**src/rtl/puf_pkg.sv**
```systemverilog
// Shared definitions for the PUF challenge sequencer: FSM encoding, LFSR mask,
// pair field widths and the Galois LFSR step function.
package puf_pkg;

  localparam int CHAL_W = 16;
  localparam int RESP_W = 4;
  localparam int DATA_W = CHAL_W + RESP_W;

  localparam logic [CHAL_W-1:0] LFSR_MASK = 16'hB400;

  typedef enum logic [2:0] {
    IDLE,
    APPLY,
    SETTLE,
    SAMPLE,
    EMIT,
    DONE
  } state_e;

  // Right-shifting Galois form of x^16+x^14+x^13+x^11+1.
  function automatic logic [CHAL_W-1:0] lfsrNext(input logic [CHAL_W-1:0] v);
    lfsrNext = {1'b0, v[CHAL_W-1:1]} ^ (v[0] ? LFSR_MASK : '0);
  endfunction

endpackage

```
**src/rtl/puf_lfsr16.sv**
```systemverilog
// 16-bit Galois LFSR holding the current challenge; load restarts from SEED,
// step advances one position.
module puf_lfsr16
  import puf_pkg::*;
#(
  parameter logic [CHAL_W-1:0] SEED = 16'hACE1
) (
  input  logic              clk,
  input  logic              rst,
  input  logic              load,
  input  logic              step,
  output logic [CHAL_W-1:0] value
);

  logic [CHAL_W-1:0] value_q, value_d;

  always_comb begin
    value_d = value_q;
    if (load) begin
      value_d = SEED;
    end else if (step) begin
      value_d = lfsrNext(value_q);
    end
  end

  always_ff @(posedge clk or posedge rst) begin
    if (rst) begin
      value_q <= SEED;
    end else begin
      value_q <= value_d;
    end
  end

  assign value = value_q;

endmodule

```
**src/rtl/puf_challenge_sequencer.sv**
```systemverilog
// Drives LFSR challenges into the arbiter PUF, majority-votes repeated samples and
// streams {challenge, voted} pairs. Define PUF_SEQ_STABILITY_EN for per-bit unanimity flags.
module puf_challenge_sequencer
  import puf_pkg::*;
#(
  parameter int                SETTLE_CYCLES  = 16,
  parameter int                EVALS          = 7,
  parameter int                NUM_CHALLENGES = 256,
  parameter logic [CHAL_W-1:0] LFSR_SEED      = 16'hACE1
) (
  input  logic              CLK,
  input  logic              RST,
  input  logic              start,
  output logic              busy,
  output logic              done,
  output logic [CHAL_W-1:0] challenge,
  input  logic [RESP_W-1:0] response,
  output logic              out_valid,
  input  logic              out_ready,
  output logic [DATA_W-1:0] out_data,
  output logic [RESP_W-1:0] out_stable
);

  localparam int CNT_W = $clog2(EVALS + 1);
  localparam int SET_W = $clog2(SETTLE_CYCLES + 1);
  localparam int IDX_W = (NUM_CHALLENGES > 1) ? $clog2(NUM_CHALLENGES) : 1;
  localparam logic [CNT_W-1:0] HALF = CNT_W'(EVALS / 2);

  state_e                        state_q, state_d;
  logic [RESP_W-1:0]             syncMeta_q, syncResp_q;
  logic [SET_W-1:0]              settleCnt_q, settleCnt_d;
  logic [CNT_W-1:0]              sampleCnt_q, sampleCnt_d;
  logic [RESP_W-1:0][CNT_W-1:0]  votes_q, votes_d;
  logic [IDX_W-1:0]              index_q, index_d;
  logic                          lfsrLoad, lfsrStep, handshake, lastChallenge;
  logic [RESP_W-1:0]             voted;

  puf_lfsr16 #(.SEED(LFSR_SEED)) u_lfsr (
    .clk   (CLK),
    .rst   (RST),
    .load  (lfsrLoad),
    .step  (lfsrStep),
    .value (challenge)
  );

  assign handshake     = (state_q == EMIT) && out_ready;
  assign lastChallenge = (index_q == IDX_W'(NUM_CHALLENGES - 1));

  always_ff @(posedge CLK or posedge RST) begin
    if (RST) begin
      state_q     <= IDLE;
      syncMeta_q  <= '0;
      syncResp_q  <= '0;
      settleCnt_q <= '0;
      sampleCnt_q <= '0;
      votes_q     <= '0;
      index_q     <= '0;
    end else begin
      state_q     <= state_d;
      syncMeta_q  <= response;
      syncResp_q  <= syncMeta_q;
      settleCnt_q <= settleCnt_d;
      sampleCnt_q <= sampleCnt_d;
      votes_q     <= votes_d;
      index_q     <= index_d;
    end
  end

  always_comb begin
    state_d = state_q;
    case (state_q)
      IDLE:    if (start) state_d = APPLY;
      APPLY:   state_d = SETTLE;
      SETTLE:  if (settleCnt_q == SET_W'(SETTLE_CYCLES - 1)) state_d = SAMPLE;
      SAMPLE:  state_d = (sampleCnt_q == CNT_W'(EVALS - 1)) ? EMIT : SETTLE;
      EMIT:    if (out_ready) state_d = lastChallenge ? DONE : APPLY;
      DONE:    state_d = IDLE;
      default: state_d = IDLE;
    endcase
  end

  // Settle counter is zero on every entry to SETTLE, so it only counts while staying there.
  always_comb begin
    settleCnt_d = '0;
    sampleCnt_d = sampleCnt_q;
    votes_d     = votes_q;
    index_d     = index_q;
    lfsrLoad    = 1'b0;
    lfsrStep    = handshake;
    if (state_q == SETTLE && state_d == SETTLE) begin
      settleCnt_d = settleCnt_q + SET_W'(1);
    end
    case (state_q)
      IDLE: begin
        if (start) begin
          lfsrLoad = 1'b1;
          index_d  = '0;
        end
      end
      APPLY: begin
        sampleCnt_d = '0;
        votes_d     = '0;
      end
      SAMPLE: begin
        for (int i = 0; i < RESP_W; i++) begin
          votes_d[i] = votes_q[i] + CNT_W'(syncResp_q[i]);
        end
        sampleCnt_d = sampleCnt_q + CNT_W'(1);
      end
      EMIT: begin
        if (out_ready) index_d = index_q + IDX_W'(1);
      end
      default: ;
    endcase
  end

  always_comb begin
    busy      = (state_q != IDLE);
    done      = (state_q == DONE);
    out_valid = (state_q == EMIT);
    voted     = '0;
    for (int i = 0; i < RESP_W; i++) begin
      voted[i] = (votes_q[i] > HALF);
    end
    out_data   = out_valid ? {challenge, voted} : '0;
    out_stable = '0;
`ifdef PUF_SEQ_STABILITY_EN
    if (out_valid) begin
      for (int i = 0; i < RESP_W; i++) begin
        out_stable[i] = (votes_q[i] == '0) || (votes_q[i] == CNT_W'(EVALS));
      end
    end
`endif
  end

endmodule

```
**config.mk**
```make
export PLATFORM = sky130hd
export DESIGN_NAME = puf_challenge_sequencer
export DESIGN_NICKNAME = d
export VERILOG_FILES = /design/src/rtl/puf_pkg.sv /design/src/rtl/puf_lfsr16.sv /design/src/rtl/puf_challenge_sequencer.sv
export SDC_FILE = /design/constraint.sdc
export NUM_CORES = 1
export LEC_CHECK = 0
export CAP_MARGIN = 20
export CELL_PAD_IN_SITES_DETAIL_PLACEMENT = 0
export CELL_PAD_IN_SITES_GLOBAL_PLACEMENT = 1
export CORE_MARGIN = 2
export CORE_UTILIZATION = 39
export DETAILED_ROUTE_END_ITERATION = 10
export PLACE_DENSITY_LB_ADDON = 0.2
export SYNTH_ARGS = -nofsm -noshare
export SYNTH_HDL_FRONTEND = slang
export SYNTH_SLANG_ARGS = --single-unit
```
**constraint.sdc**
```tcl
create_clock -name CLK -period 2.35 [get_ports CLK]
set_clock_uncertainty 0.05 [all_clocks]
set_input_delay 0.47 -clock CLK [delete_from_list [all_inputs] [get_ports CLK]]
set_output_delay 0.47 -clock CLK [all_outputs]
set_load 0.05 [all_outputs]
```
==> results_tabular.tex <==
\begin{tabular}{lr}
\hline
Metric & Value \\
\hline
\multicolumn{2}{l}{\textbf{Route}} \\
\quad Iteration-0 DRC count of the detailed router & slightly below 70 \\
\quad Total number of vias & between 1500 and 2000 \\
\quad Ratio of routed vias to standard cells & just over 5 \\
\quad DR WL/cell & between 10 and 15 um \\
\quad DRC violations left & 3 \\
\quad TritonRoute pass-1 iters & 9 \\
\quad Total detailed-routing wirelength & about 5300 um \\
\quad Detail Route Antenna Nets & 0 \\
\multicolumn{2}{l}{\textbf{Finish}} \\
\quad \# diodes & 0 \\
\quad Sequential standard cell area & roughly 0.0014 sq mm \\
\quad Total area of multi-input combinational cells & between 0.001 and 0.0015 sq mm \\
\quad Layout Utilization & between 50\% and 60\% \\
\quad Area added between synthesis and finish & 32.3\% \\
\quad Net count of the finished layout & approximately 330 \\
\quad Final cell count without fillers & 382 \\
\quad Layout cell share with drive strength beyond 1 & between 10\% and 20\% \\
\quad Number of fillers in the final layout & around 570 \\
\multicolumn{2}{l}{\textbf{Floorplanning}} \\
\quad Die extent in x & between 80 and 90 um \\
\quad I/O pin count & 51 \\
\quad Initial Utilization & between 40 and 50\% \\
\quad Core footprint & 0.00642 sq mm \\
\quad Row cnt & 29 \\
\quad Area of the die & around 0.0074 sq mm \\
\quad Die height & 85.8 um \\
\multicolumn{2}{l}{\textbf{Timing}} \\
\quad Setup Viol. Count Final & 0 \\
\quad Final cycle utilization of the critical path & a little over nine tenths \\
\quad Final critical-path required period & between 2 and 2.5 ns \\
\quad Worst-margin pin slew & around 0.76 ns \\
\quad Hold violation total from the final report & 0 \\
\quad RSZ-0062 raised after global routing & false \\
\quad Number of max-slew violations in the final report & 0 \\
\quad Worst slew slack as a fraction of its limit & about half \\
\quad Highest Clock Rate & around 450 MHz \\
\quad Summed negative setup slack over all endpoints & 0 ns \\
\multicolumn{2}{l}{\textbf{Logic synthesis}} \\
\quad Synth area leaders & sky130\_fd\_sc\_hd\_\_dfrtp\_1 45\%, sky130\_fd\_sc\_hd\_\_dfstp\_2 8.1\%, sky130\_fd\_sc\_hd\_\_ha\_1 6.2\% \\
\quad Library cell with the highest instance count after synthesis & sky130\_fd\_sc\_hd\_\_dfrtp\_1 \\
\quad Cell area after technology mapping & between 0.002 and 0.003 sq mm \\
\quad Fraction of post-synthesis cell area in the top cell type by area & 45.1\% \\
\quad Top flip-flop cell by instance count after synthesis & sky130\_fd\_sc\_hd\_\_dfrtp\_1 \\
\quad Count of cell types in the netlist & 40 \\
\quad Count of synthesis-stage warnings from yosys & 0 \\
\quad Number of synthesized register bits & 55 \\
\quad Post-synthesis cell type with the largest combined area & sky130\_fd\_sc\_hd\_\_dfrtp\_1 \\
\quad Sequential fraction of the synthesis area & between 50\% and 60\% \\
\quad Ys async rst share & 100\% \\
\quad Commonest cells in the synthesized netlist & 47 x sky130\_fd\_sc\_hd\_\_dfrtp\_1, 43 x sky130\_fd\_sc\_hd\_\_nand2\_1, 25 x sky130\_fd\_sc\_hd\_\_o21ai\_0, 20 x sky130\_fd\_sc\_hd\_\_and2\_1, 13 x sky130\_fd\_sc\_hd\_\_ha\_1 \\
\quad Syn avg cell area & slightly above 10 sq um \\
\quad Synthesized instance count & between 200 and 300 \\
\quad Post-synth EDFFs & 0 \\
\multicolumn{2}{l}{\textbf{Worst setup path}} \\
\quad CP Max Fanout & 4 \\
\quad Library cell contributing the largest single delay on the critical path & sky130\_fd\_sc\_hd\_\_clkdlybuf4s50\_1 \\
\quad Launch point of the worst reg-to-reg path & state\_q[0] \\
\quad Startpoint-to-endpoint class of the critical path & register to primary output \\
\quad Worst EP required & 1.83 ns \\
\quad Maximum single-stage delay on the critical path & around 0.82 ns \\
\quad Worst setup SP type & register \\
\quad Arrival time of the worst setup path & approximately 1.7 ns \\
\quad Startpoint of the worst setup timing path & u\_lfsr.value[15] \\
\quad Cell family with the largest share of critical-path delay & buffers and inverters \\
\quad Chain of cells forming the critical path & clkdlybuf4s50\_1 \\
\quad Crit path buffers/inverters & 1 \\
\quad Crit end category & primary output \\
\multicolumn{2}{l}{\textbf{Clock tree}} \\
\quad Maximum root-to-sink buffer count & 2 \\
\quad CTS Root Cell & sky130\_fd\_sc\_hd\_\_clkbuf\_8 \\
\quad CTS Hold Buffers Added & 0 \\
\quad TritonCTS clock tree & yes \\
\quad Clk\_lat worst skew & approximately 0.31 ns \\
\quad Post-CTS setup buffers & 0 \\
\quad Clock input transition at the sequential cells of the worst setup and hold paths & around 0.090 ns \\
\quad Number of clock sinks seen by CTS & 55 \\
\quad Number of clock buffers inserted by TritonCTS & 5 \\
\quad Post-cts gate resize count & 0 \\
\quad H-tree depth reported by CTS & 2 \\
\multicolumn{2}{l}{\textbf{Place}} \\
\quad Gp weighted congestion & $\sim$0.74 \\
\quad Port-buffer cells & 46 \\
\quad Number of placed cells counting well taps & 374 \\
\quad DP Wirelength & between 3000 and 4000 um \\
\multicolumn{2}{l}{\textbf{Global routing}} \\
\quad First-pass GRT wire length & roughly 9100 um \\
\quad Total routing usage reported by global routing & about 16\% \\
\quad Via count of the first global-routing pass & between 1500 and 2000 \\
\quad Initial antenna violation count & 0 \\
\quad Pin count of the biggest net entering global routing & 56 \\
\quad Residual overflow from global routing & 0 \\
\multicolumn{2}{l}{\textbf{Outcome}} \\
\quad Failing checks & DRC \\
\quad Result of the run & finished with violations \\
\multicolumn{2}{l}{\textbf{Min path}} \\
\quad Hold Startpoint & syncMeta\_q[1] \\
\quad Type of the most critical hold path & register to register \\
\multicolumn{2}{l}{\textbf{Power}} \\
\quad Peak supply drop & 0.335 mV \\
\quad Power density of the placed cells & around 770 mW/mm\^{}2 \\
\quad Leakage & approximately 1.5 nW \\
\multicolumn{2}{l}{\textbf{Run}} \\
\quad Number of violations of the max-capacitance limit & 0 \\
\hline
\end{tabular}
[cell usage in the layout (no fill, tap or decap), drive strengths merged, types with 2 or more instances in the layout]
cell,n
dfrtp,47
nand2b,6
ha,13
nand2,43
nor2b,5
or4,2
nor2,9
conb,4
nor3,3
dfstp,8
inv,6
clkbuf,7
o22a,5
a22o,4
o21ai,25
clkdlybuf4s50,22
xnor2,4
o31ai,3
mux2i,5
a21oi,4
buf,32
and2,20
nand3,9
nor4,3
[registers in the layout, summed over array words and instances (netlist names)]
name and cells:
index_q 8, sampleCnt_q 3, settleCnt_q 5, state_q 3, syncMeta_q 4, syncResp_q 4, u_lfsr.value 16, votes_q 12
[power breakdown]
part	switching, mW	internal [mW]
logic	0.517	0.328
clock network	0.294	0.210
registers	0.143	1.15
total	0.954	1.69
[cells by family (layout without fill, tap and decap cells)]
family,count (synthesis),after routing,share of synthesized area [%]
xor gates and xnor gates,5,5,1.68
and+or+nand+nor,112,112,22.4
DFF,55,55,53.1
muxes,5,5,1.92
AOI/OAI and AO/OA,42,42,9.78
adders and majority gates,13,13,6.24
buffers and inverters,25,69,4.75
other,1,4,0.144
[area by class of cell]
class | instances | area share, %
well taps | 77 | 2.79
multi-input cells | 181 | 32.3
clock buffers | 7 | 2.21
inverters | 6 | 0.653
flip-flops and latches | 55 | 40.2
clock inverters | 1 | 0.145
repair buffers | 55 | 21.7
[worst register-to-register path: stages (launching register included)]
cell and delay, ns:
sky130_fd_sc_hd__dfrtp_1 0.46, sky130_fd_sc_hd__buf_4 0.19, sky130_fd_sc_hd__or2_1 0.31, sky130_fd_sc_hd__or4_1 0.53, sky130_fd_sc_hd__a21oi_1 0.18
[path summary, 6_finish.rpt]
path | endpoint | slack, ns | cells after the start
setup / recovery | challenge[15] | 0.14 | 1
hold / removal | syncResp_q[1] | 0.31 | 0
setup reg to reg | index_q[3] | 0.56 | 4
hold reg to reg | syncResp_q[1] | 0.31 | 0
max in group asynchronous | u_lfsr.value[6] | 1.48 | 3
min in group asynchronous | state_q[1] | 0.47 | 3
[per-layer routing]
| metal | vias up | share of wire (%) | global-route usage (%) |
|---|---|---|---|
| li1 | 953 | - | - |
| met3 | 6 | 6.2 | 5.00 |
| met2 | 49 | 42 | 21.2 |
| met1 | 927 | 50 | 23.5 |
| met4 | 0 | 1.6 | 5.63 |
| met5 | - | 0 | 0 |
[through the flow]
step                hold WS, ns  setup slack [ns]  total power [mW]  instance area (sq um)
floorplan                 0.281            0.0143              1.95                   2620
global placement          0.283             0.243              2.14                   3370
detailed placement        0.285             0.220              2.16                   3370
CTS                       0.307            0.0275              2.68                   3450
global route              0.322            0.0435              2.87                   3450
finish                    0.306             0.143              2.64                   3450
No activity file was read; power rests on OpenSTA's default activity.
